===== src/rtl/load_use_scoreboard_if.sv =====
// load_use_scoreboard_if: memory-op type plus the D/E/WB bundle between pipeline control and the hazard scoreboard
package load_use_scoreboard_pkg;
  typedef enum logic [1:0] {MEM_NONE, MEM_READ, MEM_WRITE} memaccess_t;
endpackage

interface load_use_scoreboard_if import load_use_scoreboard_pkg::*; #(
  parameter int REG_W = 5,
  parameter int MAX_OUT = 4
);
  localparam int CNT_W = $clog2(MAX_OUT + 1);
  memaccess_t memaccess_d, memaccess_e;
  logic [REG_W-1:0] rd_d, rs1_d, rs2_d, rd_e, wb_rd;
  logic use_rs1_d, use_rs2_d, issue_e, flush_pipe, wb_valid;
  logic flag, stall_f, stall_d, flush_e, err_underflow;
  logic [CNT_W-1:0] outstanding;
`ifdef LOAD_USE_SCOREBOARD_PERF_EN
  logic [31:0] perf_raw_cnt, perf_waw_cnt, perf_full_cnt;
`endif
  modport master(
`ifdef LOAD_USE_SCOREBOARD_PERF_EN
    input perf_raw_cnt, perf_waw_cnt, perf_full_cnt,
`endif
    output memaccess_d, rd_d, rs1_d, rs2_d, use_rs1_d, use_rs2_d, memaccess_e, rd_e, issue_e, flush_pipe, wb_valid, wb_rd,
    input flag, stall_f, stall_d, flush_e, outstanding, err_underflow
  );
  modport slave(
`ifdef LOAD_USE_SCOREBOARD_PERF_EN
    output perf_raw_cnt, perf_waw_cnt, perf_full_cnt,
`endif
    input memaccess_d, rd_d, rs1_d, rs2_d, use_rs1_d, use_rs2_d, memaccess_e, rd_e, issue_e, flush_pipe, wb_valid, wb_rd,
    output flag, stall_f, stall_d, flush_e, outstanding, err_underflow
  );
endinterface


===== src/rtl/load_use_scoreboard.sv =====
// load_use_scoreboard: per-register pending-load scoreboard raising RAW/WAW/LSU-full decode stalls; LOAD_USE_SCOREBOARD_PERF_EN adds stall-cause counters
module load_use_scoreboard import load_use_scoreboard_pkg::*; #(
  parameter int REG_W = 5,
  parameter int MAX_OUT = 4
)(
  input logic clk,
  input logic rst_n,
  load_use_scoreboard_if.slave bus
);
  localparam int NUM_REGS = 2**REG_W;
  localparam int CNT_W = $clog2(MAX_OUT + 1);
  logic [NUM_REGS-1:0] pending, eff_pend, set_vec, clr_vec;
  logic [CNT_W-1:0] outstanding;
  logic [CNT_W:0] sum, proj;
  logic err_underflow, e_read, d_read, e_ld, load_issue, raw, waw, full, hz;
  // hazard detection; a result returning this cycle is forwarded, so its bit no longer blocks
  always_comb begin
    e_read = bus.memaccess_e == MEM_READ;
    d_read = bus.memaccess_d == MEM_READ;
    e_ld = e_read && bus.rd_e != '0;
    load_issue = bus.issue_e && e_read && !bus.flush_pipe;
    set_vec = (load_issue && bus.rd_e != '0) ? NUM_REGS'(1) << bus.rd_e : '0;
    clr_vec = (bus.wb_valid && bus.wb_rd != '0) ? NUM_REGS'(1) << bus.wb_rd : '0;
    eff_pend = pending & ~clr_vec;
    raw = (bus.use_rs1_d && bus.rs1_d != '0 && (eff_pend[bus.rs1_d] || (e_ld && bus.rd_e == bus.rs1_d))) ||
          (bus.use_rs2_d && bus.rs2_d != '0 && (eff_pend[bus.rs2_d] || (e_ld && bus.rd_e == bus.rs2_d)));
    waw = d_read && bus.rd_d != '0 && (eff_pend[bus.rd_d] || (e_ld && bus.rd_e == bus.rd_d));
    sum = {1'b0, outstanding} + (CNT_W+1)'(e_read);
    proj = (bus.wb_valid && sum == '0) ? '0 : sum - (CNT_W+1)'(bus.wb_valid);
    full = d_read && proj >= (CNT_W+1)'(MAX_OUT);
    hz = (raw || waw || full) && !bus.flush_pipe;
  end
  // scoreboard bits (set beats clear: the issuing load is younger), in-flight count and sticky underflow
  always_ff @(posedge clk or negedge rst_n)
    if (!rst_n) begin
      pending <= '0;
      outstanding <= '0;
      err_underflow <= 1'b0;
    end else begin
      pending <= (pending & ~clr_vec) | set_vec;
      if (bus.wb_valid && outstanding == '0) err_underflow <= 1'b1;
      if (load_issue && !bus.wb_valid) outstanding <= outstanding + CNT_W'(1);
      else if (!load_issue && bus.wb_valid && outstanding != '0) outstanding <= outstanding - CNT_W'(1);
    end
  assign bus.flag = hz;
  assign bus.stall_f = hz;
  assign bus.stall_d = hz;
  assign bus.flush_e = hz;
  assign bus.outstanding = outstanding;
  assign bus.err_underflow = err_underflow;
  a_no_overflow: assert property (@(posedge clk) disable iff (!rst_n) outstanding <= CNT_W'(MAX_OUT));
`ifdef LOAD_USE_SCOREBOARD_PERF_EN
  logic [31:0] perf_raw, perf_waw, perf_full;
  // saturating per-cause stall cycle counters
  always_ff @(posedge clk or negedge rst_n)
    if (!rst_n) begin
      perf_raw <= '0;
      perf_waw <= '0;
      perf_full <= '0;
    end else begin
      perf_raw <= perf_raw + 32'(hz && raw && perf_raw != '1);
      perf_waw <= perf_waw + 32'(hz && waw && perf_waw != '1);
      perf_full <= perf_full + 32'(hz && full && perf_full != '1);
    end
  assign bus.perf_raw_cnt = perf_raw;
  assign bus.perf_waw_cnt = perf_waw;
  assign bus.perf_full_cnt = perf_full;
`endif
endmodule


===== src/flat_wrapper.sv =====
// flat-port wrapper written by rule: the top's interface ports become plain ports
module load_use_scoreboard_flat import load_use_scoreboard_pkg::*;
#(
  parameter int REG_W = 5,
  parameter int MAX_OUT = 4
)
  (clk, rst_n, bus_memaccess_d, bus_rd_d, bus_rs1_d, bus_rs2_d, bus_use_rs1_d, bus_use_rs2_d, bus_memaccess_e, bus_rd_e, bus_issue_e, bus_flush_pipe, bus_wb_valid, bus_wb_rd, bus_flag, bus_stall_f, bus_stall_d, bus_flush_e, bus_outstanding, bus_err_underflow);
  load_use_scoreboard_if #(.REG_W(REG_W), .MAX_OUT(MAX_OUT)) bus_i ();
  input logic clk;
  input logic rst_n;
  input wire logic [$bits(bus_i.memaccess_d)-1:0] bus_memaccess_d;
  input wire logic [$bits(bus_i.rd_d)-1:0] bus_rd_d;
  input wire logic [$bits(bus_i.rs1_d)-1:0] bus_rs1_d;
  input wire logic [$bits(bus_i.rs2_d)-1:0] bus_rs2_d;
  input wire logic [$bits(bus_i.use_rs1_d)-1:0] bus_use_rs1_d;
  input wire logic [$bits(bus_i.use_rs2_d)-1:0] bus_use_rs2_d;
  input wire logic [$bits(bus_i.memaccess_e)-1:0] bus_memaccess_e;
  input wire logic [$bits(bus_i.rd_e)-1:0] bus_rd_e;
  input wire logic [$bits(bus_i.issue_e)-1:0] bus_issue_e;
  input wire logic [$bits(bus_i.flush_pipe)-1:0] bus_flush_pipe;
  input wire logic [$bits(bus_i.wb_valid)-1:0] bus_wb_valid;
  input wire logic [$bits(bus_i.wb_rd)-1:0] bus_wb_rd;
  output wire logic [$bits(bus_i.flag)-1:0] bus_flag;
  output wire logic [$bits(bus_i.stall_f)-1:0] bus_stall_f;
  output wire logic [$bits(bus_i.stall_d)-1:0] bus_stall_d;
  output wire logic [$bits(bus_i.flush_e)-1:0] bus_flush_e;
  output wire logic [$bits(bus_i.outstanding)-1:0] bus_outstanding;
  output wire logic [$bits(bus_i.err_underflow)-1:0] bus_err_underflow;
  assign bus_i.memaccess_d = bus_memaccess_d;
  assign bus_i.rd_d = bus_rd_d;
  assign bus_i.rs1_d = bus_rs1_d;
  assign bus_i.rs2_d = bus_rs2_d;
  assign bus_i.use_rs1_d = bus_use_rs1_d;
  assign bus_i.use_rs2_d = bus_use_rs2_d;
  assign bus_i.memaccess_e = bus_memaccess_e;
  assign bus_i.rd_e = bus_rd_e;
  assign bus_i.issue_e = bus_issue_e;
  assign bus_i.flush_pipe = bus_flush_pipe;
  assign bus_i.wb_valid = bus_wb_valid;
  assign bus_i.wb_rd = bus_wb_rd;
  assign bus_flag = bus_i.flag;
  assign bus_stall_f = bus_i.stall_f;
  assign bus_stall_d = bus_i.stall_d;
  assign bus_flush_e = bus_i.flush_e;
  assign bus_outstanding = bus_i.outstanding;
  assign bus_err_underflow = bus_i.err_underflow;
  load_use_scoreboard #(.REG_W(REG_W), .MAX_OUT(MAX_OUT)) u_core (.clk(clk), .rst_n(rst_n), .bus(bus_i));
endmodule

===== config.mk =====
export PLATFORM = sky130hd
export DESIGN_NAME = load_use_scoreboard_flat
export DESIGN_NICKNAME = d
export VERILOG_FILES = /design/src/rtl/load_use_scoreboard_if.sv /design/src/rtl/load_use_scoreboard.sv /design/src/flat_wrapper.sv
export SDC_FILE = /design/constraint.sdc
export NUM_CORES = 1
export LEC_CHECK = 0
export ABC_AREA = 1
export BUFFER_PORTS_ARGS = -buffer_cell sky130_fd_sc_hd__buf_2
export CORE_ASPECT_RATIO = 1.5
export CORE_UTILIZATION = 47
export DETAILED_ROUTE_END_ITERATION = 7
export GPL_ROUTABILITY_DRIVEN = 1
export PLACE_DENSITY = 0.73
export SYNTH_ARGS = -nofsm -noshare
export SYNTH_HDL_FRONTEND = slang
export SYNTH_SLANG_ARGS = --single-unit

===== constraint.sdc =====
create_clock -name clk -period 4.4 [get_ports clk]
set_input_delay 0.88 -clock clk [delete_from_list [all_inputs] [get_ports clk]]
set_output_delay 0.88 -clock clk [all_outputs]
set_load 0.01 [all_outputs]

# ---- Word level (Yosys, flattened, before mapping)
# Cells that the tools add are included.
dict set report totals {
  latchBits 0
  rom_bits 0
  inputBits 36
  output_inout_bits 8
  regBits 36
  wordCells 71
  mem_bits_rw 0
  mem_count 0
}
dict set report op_classes {
  reduce_logical 39
  add_sub_neg 4
  n_eq_ne 5
  multipliers 0
  n_bitwise 3
  n_div 0
  n_shift 2
  muxes 11
  magnitude_cmp 4
}
# op count
set op_table {}
lappend op_table {{$mux W32} 2}
lappend op_table {{$shl A1 B5 Y32 const A} 2}
lappend op_table {{$and A32 B32 Y32} 1}
lappend op_table {{$not A32 Y32} 1}
lappend op_table {{$or A32 B32 Y32} 1}
lappend op_table {{$reduce_bool A5 Y1} 5}
lappend op_table {{$logic_and A1 B1 Y1} 21}
lappend op_table {{$lt A5 B6 Y1 const B} 3}
lappend op_table {{$bmux W1 S5} 3}
lappend op_table {{$eq A5 B5 Y1} 3}
lappend op_table {{$logic_or A1 B1 Y1} 6}
lappend op_table {{$mux W3} 2}
lappend op_table {{$add A3 B1 Y4} 1}
lappend op_table {{$eq A2 B1 Y1 const B} 2}
lappend op_table {{$ge A4 B3 Y1 const B} 1}
lappend op_table {{$logic_not A4 Y1} 1}
lappend op_table {{$mux W4} 1}
lappend op_table {{$sub A4 B1 Y4} 1}
lappend op_table {{$add A3 B1 Y3 const B} 1}
lappend op_table {{$logic_not A1 Y1} 3}
lappend op_table {{$logic_not A3 Y1} 1}
lappend op_table {{$mux W1} 3}
lappend op_table {{$reduce_bool A3 Y1} 1}
lappend op_table {{$sub A3 B1 Y3 const B} 1}
lappend op_table {{$reduce_bool A2 Y1} 1}

# ---- Depth between registers and ports, before layout
dict set report depth {
  depth_word 13
  depth_mapped 20
  mapped_depth_nobuf 18
}

# ---- Worst setup path after synthesis
# No wires, ideal clock.
dict set report synth_path {
  kind {input-to-output}
  from {input port bus_wb_valid}
  to {output port bus_flush_e}
  path_slack_ps 1079
  cell_stages 18
  path_buffers 3
  arrival_ps 2441
  t_required_ps 3520
  path_cell_list {buf_6 > nand2_4 > inv_2 > buf_6 > a21boi_1 > nand2_1 > nand3_1 > nand2_1 > nor2_1 > nor2_1 > nor2_1 > nor2_1 > nand2_1 > nand2_1 > nand2_1 > nor2_1 > nor2_1 > buf_4}
}
dict set report synth_between {
  elab_chain_len 12
  word_cells_on_any_way 25
  cone_classes {1 x add/sub; 1 x order compare; 8 x mux; 2 x bitwise; 13 x reduce/logical}
}
# item line
set synth_rtl {}
lappend synth_rtl {{start: declaration} flat_wrapper.sv:21} ;# input wire logic [$bits(bus_i.wb_valid)-1:0] bus_wb_valid;
lappend synth_rtl {{$logic_and A1 B1 Y1} load_use_scoreboard.sv:23} ;# clr_vec = (bus.wb_valid && bus.wb_rd != '0) ? NUM_REGS'(1) << bus.wb_rd : '0;
lappend synth_rtl {{$mux W32} load_use_scoreboard.sv:23}
lappend synth_rtl {{$not A32 Y32} load_use_scoreboard.sv:24} ;# eff_pend = pending & ~clr_vec;
lappend synth_rtl {{$and A32 B32 Y32} load_use_scoreboard.sv:24}
lappend synth_rtl {{$bmux W1 S5, on equally long branches} {load_use_scoreboard.sv:25, load_use_scoreboard.sv:26}}
lappend synth_rtl {{$mux W1, on equally long branches} {load_use_scoreboard.sv:25, load_use_scoreboard.sv:26}}
lappend synth_rtl {{$logic_or A1 B1 Y1, on equally long branches} {load_use_scoreboard.sv:25, load_use_scoreboard.sv:26}}
lappend synth_rtl {{$logic_and A1 B1 Y1, on equally long branches} {load_use_scoreboard.sv:25, load_use_scoreboard.sv:26}}
lappend synth_rtl {{$logic_or A1 B1 Y1} load_use_scoreboard.sv:25} ;# raw = (bus.use_rs1_d && bus.rs1_d != '0 && (eff_pend[bus.rs1_d] || (e_ld && bus.rd_e == bus.rs1_d))) ||
lappend synth_rtl {{$logic_or A1 B1 Y1} load_use_scoreboard.sv:31} ;# hz = (raw || waw || full) && !bus.flush_pipe;
lappend synth_rtl {{$logic_or A1 B1 Y1 (*)} load_use_scoreboard.sv:31}
lappend synth_rtl {{$logic_and A1 B1 Y1 (*)} load_use_scoreboard.sv:31}
lappend synth_rtl {{end: declaration} flat_wrapper.sv:26} ;# output wire logic [$bits(bus_i.flush_e)-1:0] bus_flush_e;
# Every way passes the cells marked *; elsewhere a longest branch is shown, timed or not. The select of a mux whose other input is x is not followed.

# ---- Final worst setup path
dict set report layout_path {
  from {input port bus_rs2_d[0]}
  to {output port bus_stall_f}
}
dict set report layout_between {
  elab_chain_len 8
  word_cells_on_any_way 12
  cone_classes {1 x eq/ne; 2 x mux; 9 x reduce/logical}
}
# item line
set layout_rtl {}
lappend layout_rtl {{start: declaration} flat_wrapper.sv:14} ;# input wire logic [$bits(bus_i.rs2_d)-1:0] bus_rs2_d;
lappend layout_rtl {{$bmux W1 S5 / $eq A5 B5 Y1 (equally long branches)} load_use_scoreboard.sv:26} ;# (bus.use_rs2_d && bus.rs2_d != '0 && (eff_pend[bus.rs2_d] || (e_ld && bus.rd_e == bus.rs2_d)));
lappend layout_rtl {{$mux W1 (not written as such) / $logic_and A1 B1 Y1 (equally long branches)} load_use_scoreboard.sv:26}
lappend layout_rtl {{$logic_or A1 B1 Y1} load_use_scoreboard.sv:26}
lappend layout_rtl {{$logic_and A1 B1 Y1 (*)} load_use_scoreboard.sv:26}
lappend layout_rtl {{$logic_or A1 B1 Y1 (*)} load_use_scoreboard.sv:25}
lappend layout_rtl {{$logic_or A1 B1 Y1 (*) (2 in a row)} load_use_scoreboard.sv:31}
lappend layout_rtl {{$logic_and A1 B1 Y1 (*)} load_use_scoreboard.sv:31}
lappend layout_rtl {{end: declaration} flat_wrapper.sv:24} ;# output wire logic [$bits(bus_i.stall_f)-1:0] bus_stall_f;
# Marked as above.

==> flow_metrics.env <==
export IMPL_status="finished with violations"
export IMPL_violations="design-rule violations"
export IMPL_syn_inst=528
export IMPL_synth_cell_types=42
export IMPL_initial_core_util_pct=48.7
export IMPL_ys_ff_latch=36
export IMPL_cts_resized=0
export IMPL_port_buffers=43
export IMPL_final_setup_viol_count=0
export IMPL_worstSkewPairLatency_ns=0.29
export IMPL_drc=2
export IMPL_period_needed_ns=3.95
export IMPL_grt_max_degree=37
export IMPL_routabilityCongestion=0.980
export IMPL_timing_fmax_mhz=253
export IMPL_rsz0062_at_grt="no"
export IMPL_ios=44
export IMPL_dpl_hpwl_um=10200
export IMPL_cp_start_kind="primary input"
export IMPL_drt_wirelength_per_cell_um=20.7
export IMPL_rows=37
export IMPL_clock_sinks=36
export IMPL_arrival_ns=3.07
export IMPL_critPathMostFrequentCell="nand2_1"
export IMPL_crit_path_end_kind="primary output"
export IMPL_drive_gt1_share_pct=13.6
export IMPL_p_per_area_nw_per_um2=272
export IMPL_ant_nets=0
export IMPL_vias=3860
export IMPL_synth_area_um2=3340
export IMPL_ys_warnings_count=0
export IMPL_post_cts_buffers=0
export IMPL_die_w_um=70.8
export IMPL_cap_violations=0
export IMPL_pre_cts_slack_ns=0.485
export IMPL_dp_cells=628
export IMPL_avgViaCountPerCell=6.08
export IMPL_maxSlewHeadroom_pct=42.9
export IMPL_ctsLongestPathBuffers=2
export IMPL_fin_worst_skew_ns=0.000365
export IMPL_grt_pass1_wl_um=20300
export IMPL_wirelength_um=13100
export IMPL_syn_area_per_cell_um2=6.32
export IMPL_antenna_cells=0
export IMPL_layout_commonest_cell="nand2_1"
export IMPL_clk_pin_slew_ns=0.07
export IMPL_grt_pass1_vias=3802
export IMPL_die_h_um=105
export IMPL_timing_hold_ws_ns=0.482
export IMPL_final_area_um2=3610
export IMPL_grt_ovfl_total=0
export IMPL_antenna_found_initial=0
export IMPL_r2r_cells=3
export IMPL_crit_type="primary input to primary output"
export IMPL_worst_path_buf_inv=4
export IMPL_htreeDepth=2
export IMPL_grt_total_usage_pct=36.8
export IMPL_drt_pass1_iterations=7
export IMPL_cts_buffers=5
export IMPL_drt_initial_drc_count=300
export IMPL_critPathMaxStageDelay_ns=0.59
export IMPL_required_ns=3.52
export IMPL_utilization_pct=52.7
export IMPL_core_region_area_um2=6850
export IMPL_cts_hold_buf=0
export IMPL_cts_root_buf="clkbuf_8"
export IMPL_finalCritPeriodShare_pct=89.8
export IMPL_critPathSlowestCell="clkinv_1"
export IMPL_slew_viol_final=0
export IMPL_setup_slack_ns=0.449
export IMPL_hold_path_cell_count=1
export IMPL_critical_path_top_delay_family="simple AND/OR/NAND/NOR gates"
export IMPL_finalHoldViolCount=0
export IMPL_hold_class="flop to flop"
export IMPL_area_growth_syn_to_layout_pct=8.33
export IMPL_die_area_um2=7450
export IMPL_setup_tns_ns=0
export IMPL_synth_nets=567
export IMPL_path_depth=15
export IMPL_finalPower_uw=984
export IMPL_layoutNonFillerInstCount=635
export IMPL_dpl_instance_area_um2=3540
export IMPL_synth_seq_area_share_pct=27.0
export IMPL_path_max_fanout=17
export IMPL_crit_chain="buf_2, clkinv_1, nand3_1, nand3_1, nand3_1, nand3_1, nand2_1, inv_1, nand2_1, nand2_1, nand2_1, nand2_1, nor2_1, nor2_1, buf_2"
export IMPL_tightest_slew_ns=0.857
export IMPL_final_cell_mix="nand2_1, nand3_1, buf_2"
export IMPL_cts_tree="yes"
export IMPL_finalNetCount=596
export IMPL_p_leak_nw=1.75
export IMPL_peakVddDrop_mv=0.221
cell type report:
| type | count | area [µm²] |
|---|---|---|
| multi-input cells | 416 | 2090 |
| flip-flops and latches | 36 | 901 |
| fillers | 736 | 3240 |
| clock inverters | 1 | 5.00 |
| repair buffers | 49 | 260 |
| clock buffers | 6 | 72.6 |
| well taps | 78 | 97.6 |
| inverters | 49 | 186 |
per-layer routing:
layer  global-route usage, %  vias up  share of wire (%)
met5                       0        -                  0
met4                    24.4        0                6.6
met3                    4.44       60                6.3
met2                    62.4      219                 48
met1                    42.9     1771                 39
li1                        -     1810                  -
synth_stat cells:
| library cell | count | area (µm²) |
|---|---|---|
| nand2_1 | 137 | 514 |
| nand3_1 | 127 | 636 |
| nor2_1 | 42 | 158 |
| inv_1 | 39 | 146 |
| dfrtp_1 | 36 | 901 |
| o21ai_0 | 28 | 140 |
| a21oi_1 | 11 | 55.1 |
| xor2_1 | 10 | 87.6 |
| buf_2 | 9 | 45.0 |
| nand4_1 | 9 | 56.3 |
| clkbuf_1 | 8 | 30.0 |
| xnor2_1 | 7 | 61.3 |
| inv_2 | 6 | 22.5 |
| o21bai_1 | 6 | 45.0 |
| buf_4 | 4 | 30.0 |
| buf_6 | 4 | 45.0 |
| nor4_1 | 4 | 25.0 |
| a21boi_0 | 3 | 22.5 |
| a21boi_1 | 3 | 22.5 |
| clkinv_1 | 3 | 11.3 |
| nor3_1 | 3 | 15.0 |
| o21ai_1 | 3 | 15.0 |
| buf_1 | 2 | 7.51 |
| ha_1 | 2 | 25.0 |
| nand2_2 | 2 | 12.5 |
| nand2_4 | 2 | 22.5 |
| nand3_2 | 2 | 20.0 |
| nor2_4 | 2 | 22.5 |
| a211o_1 | 1 | 8.76 |
| a21boi_2 | 1 | 11.3 |
| a22oi_1 | 1 | 7.51 |
| a31o_2 | 1 | 8.76 |
| fa_1 | 1 | 20.0 |
| inv_4 | 1 | 6.26 |
| mux2i_1 | 1 | 10.0 |
| nor2_2 | 1 | 6.26 |
| nor2_8 | 1 | 20.0 |
| nor4_2 | 1 | 12.5 |
| o211ai_1 | 1 | 7.51 |
| o311ai_0 | 1 | 8.76 |
| o31ai_1 | 1 | 7.51 |
| or2_2 | 1 | 6.26 |
final timing paths:
kind	slack (ns)	endpoint	start
max	0.45	bus_stall_f	bus_rs2_d[0]
min	0.48	u_core.bus.err_underflow$_DFFE_PN0P_	u_core.bus.err_underflow$_DFFE_PN0P_
max reg2reg	3.06	u_core.bus.outstanding[2]$_DFFE_PN0P_	u_core.bus.outstanding[0]$_DFFE_PN0P_
min reg2reg	0.48	u_core.bus.err_underflow$_DFFE_PN0P_	u_core.bus.err_underflow$_DFFE_PN0P_
max in group asynchronous	3.16	u_core.bus.outstanding[2]$_DFFE_PN0P_	rst_n
min in group asynchronous	0.69	u_core.pending[0]$_DFF_PN0_	rst_n
state kept, by name, summed over array words and instances (netlist names):
| register | flops |
|---|---|
| u_core.pending | 32 |
| u_core.bus.err_underflow | 1 |
| u_core.bus.outstanding | 3 |
cells by family (layout without fill, tap and decap cells):
kind of cell / count (synthesis) / count (layout) / synth area share [%]
mux: 1 / 1 / 0.300
compound gates: 61 / 61 / 10.8
buf+inv: 76 / 105 / 10.3
flops: 36 / 36 / 27.0
xor+xnor: 17 / 17 / 4.46
simple gates: 334 / 334 / 45.8
fa+ha+maj: 3 / 3 / 1.35
power breakdown:
group / leakage, nW / switching [mW] / internal, mW
clock network: 0.0410 / 0.124 / 0.108
logic: 1.22 / 0.219 / 0.122
registers: 0.483 / 0.0437 / 0.367
total: 1.75 / 0.387 / 0.597
(Power assumes the default switching activity.)
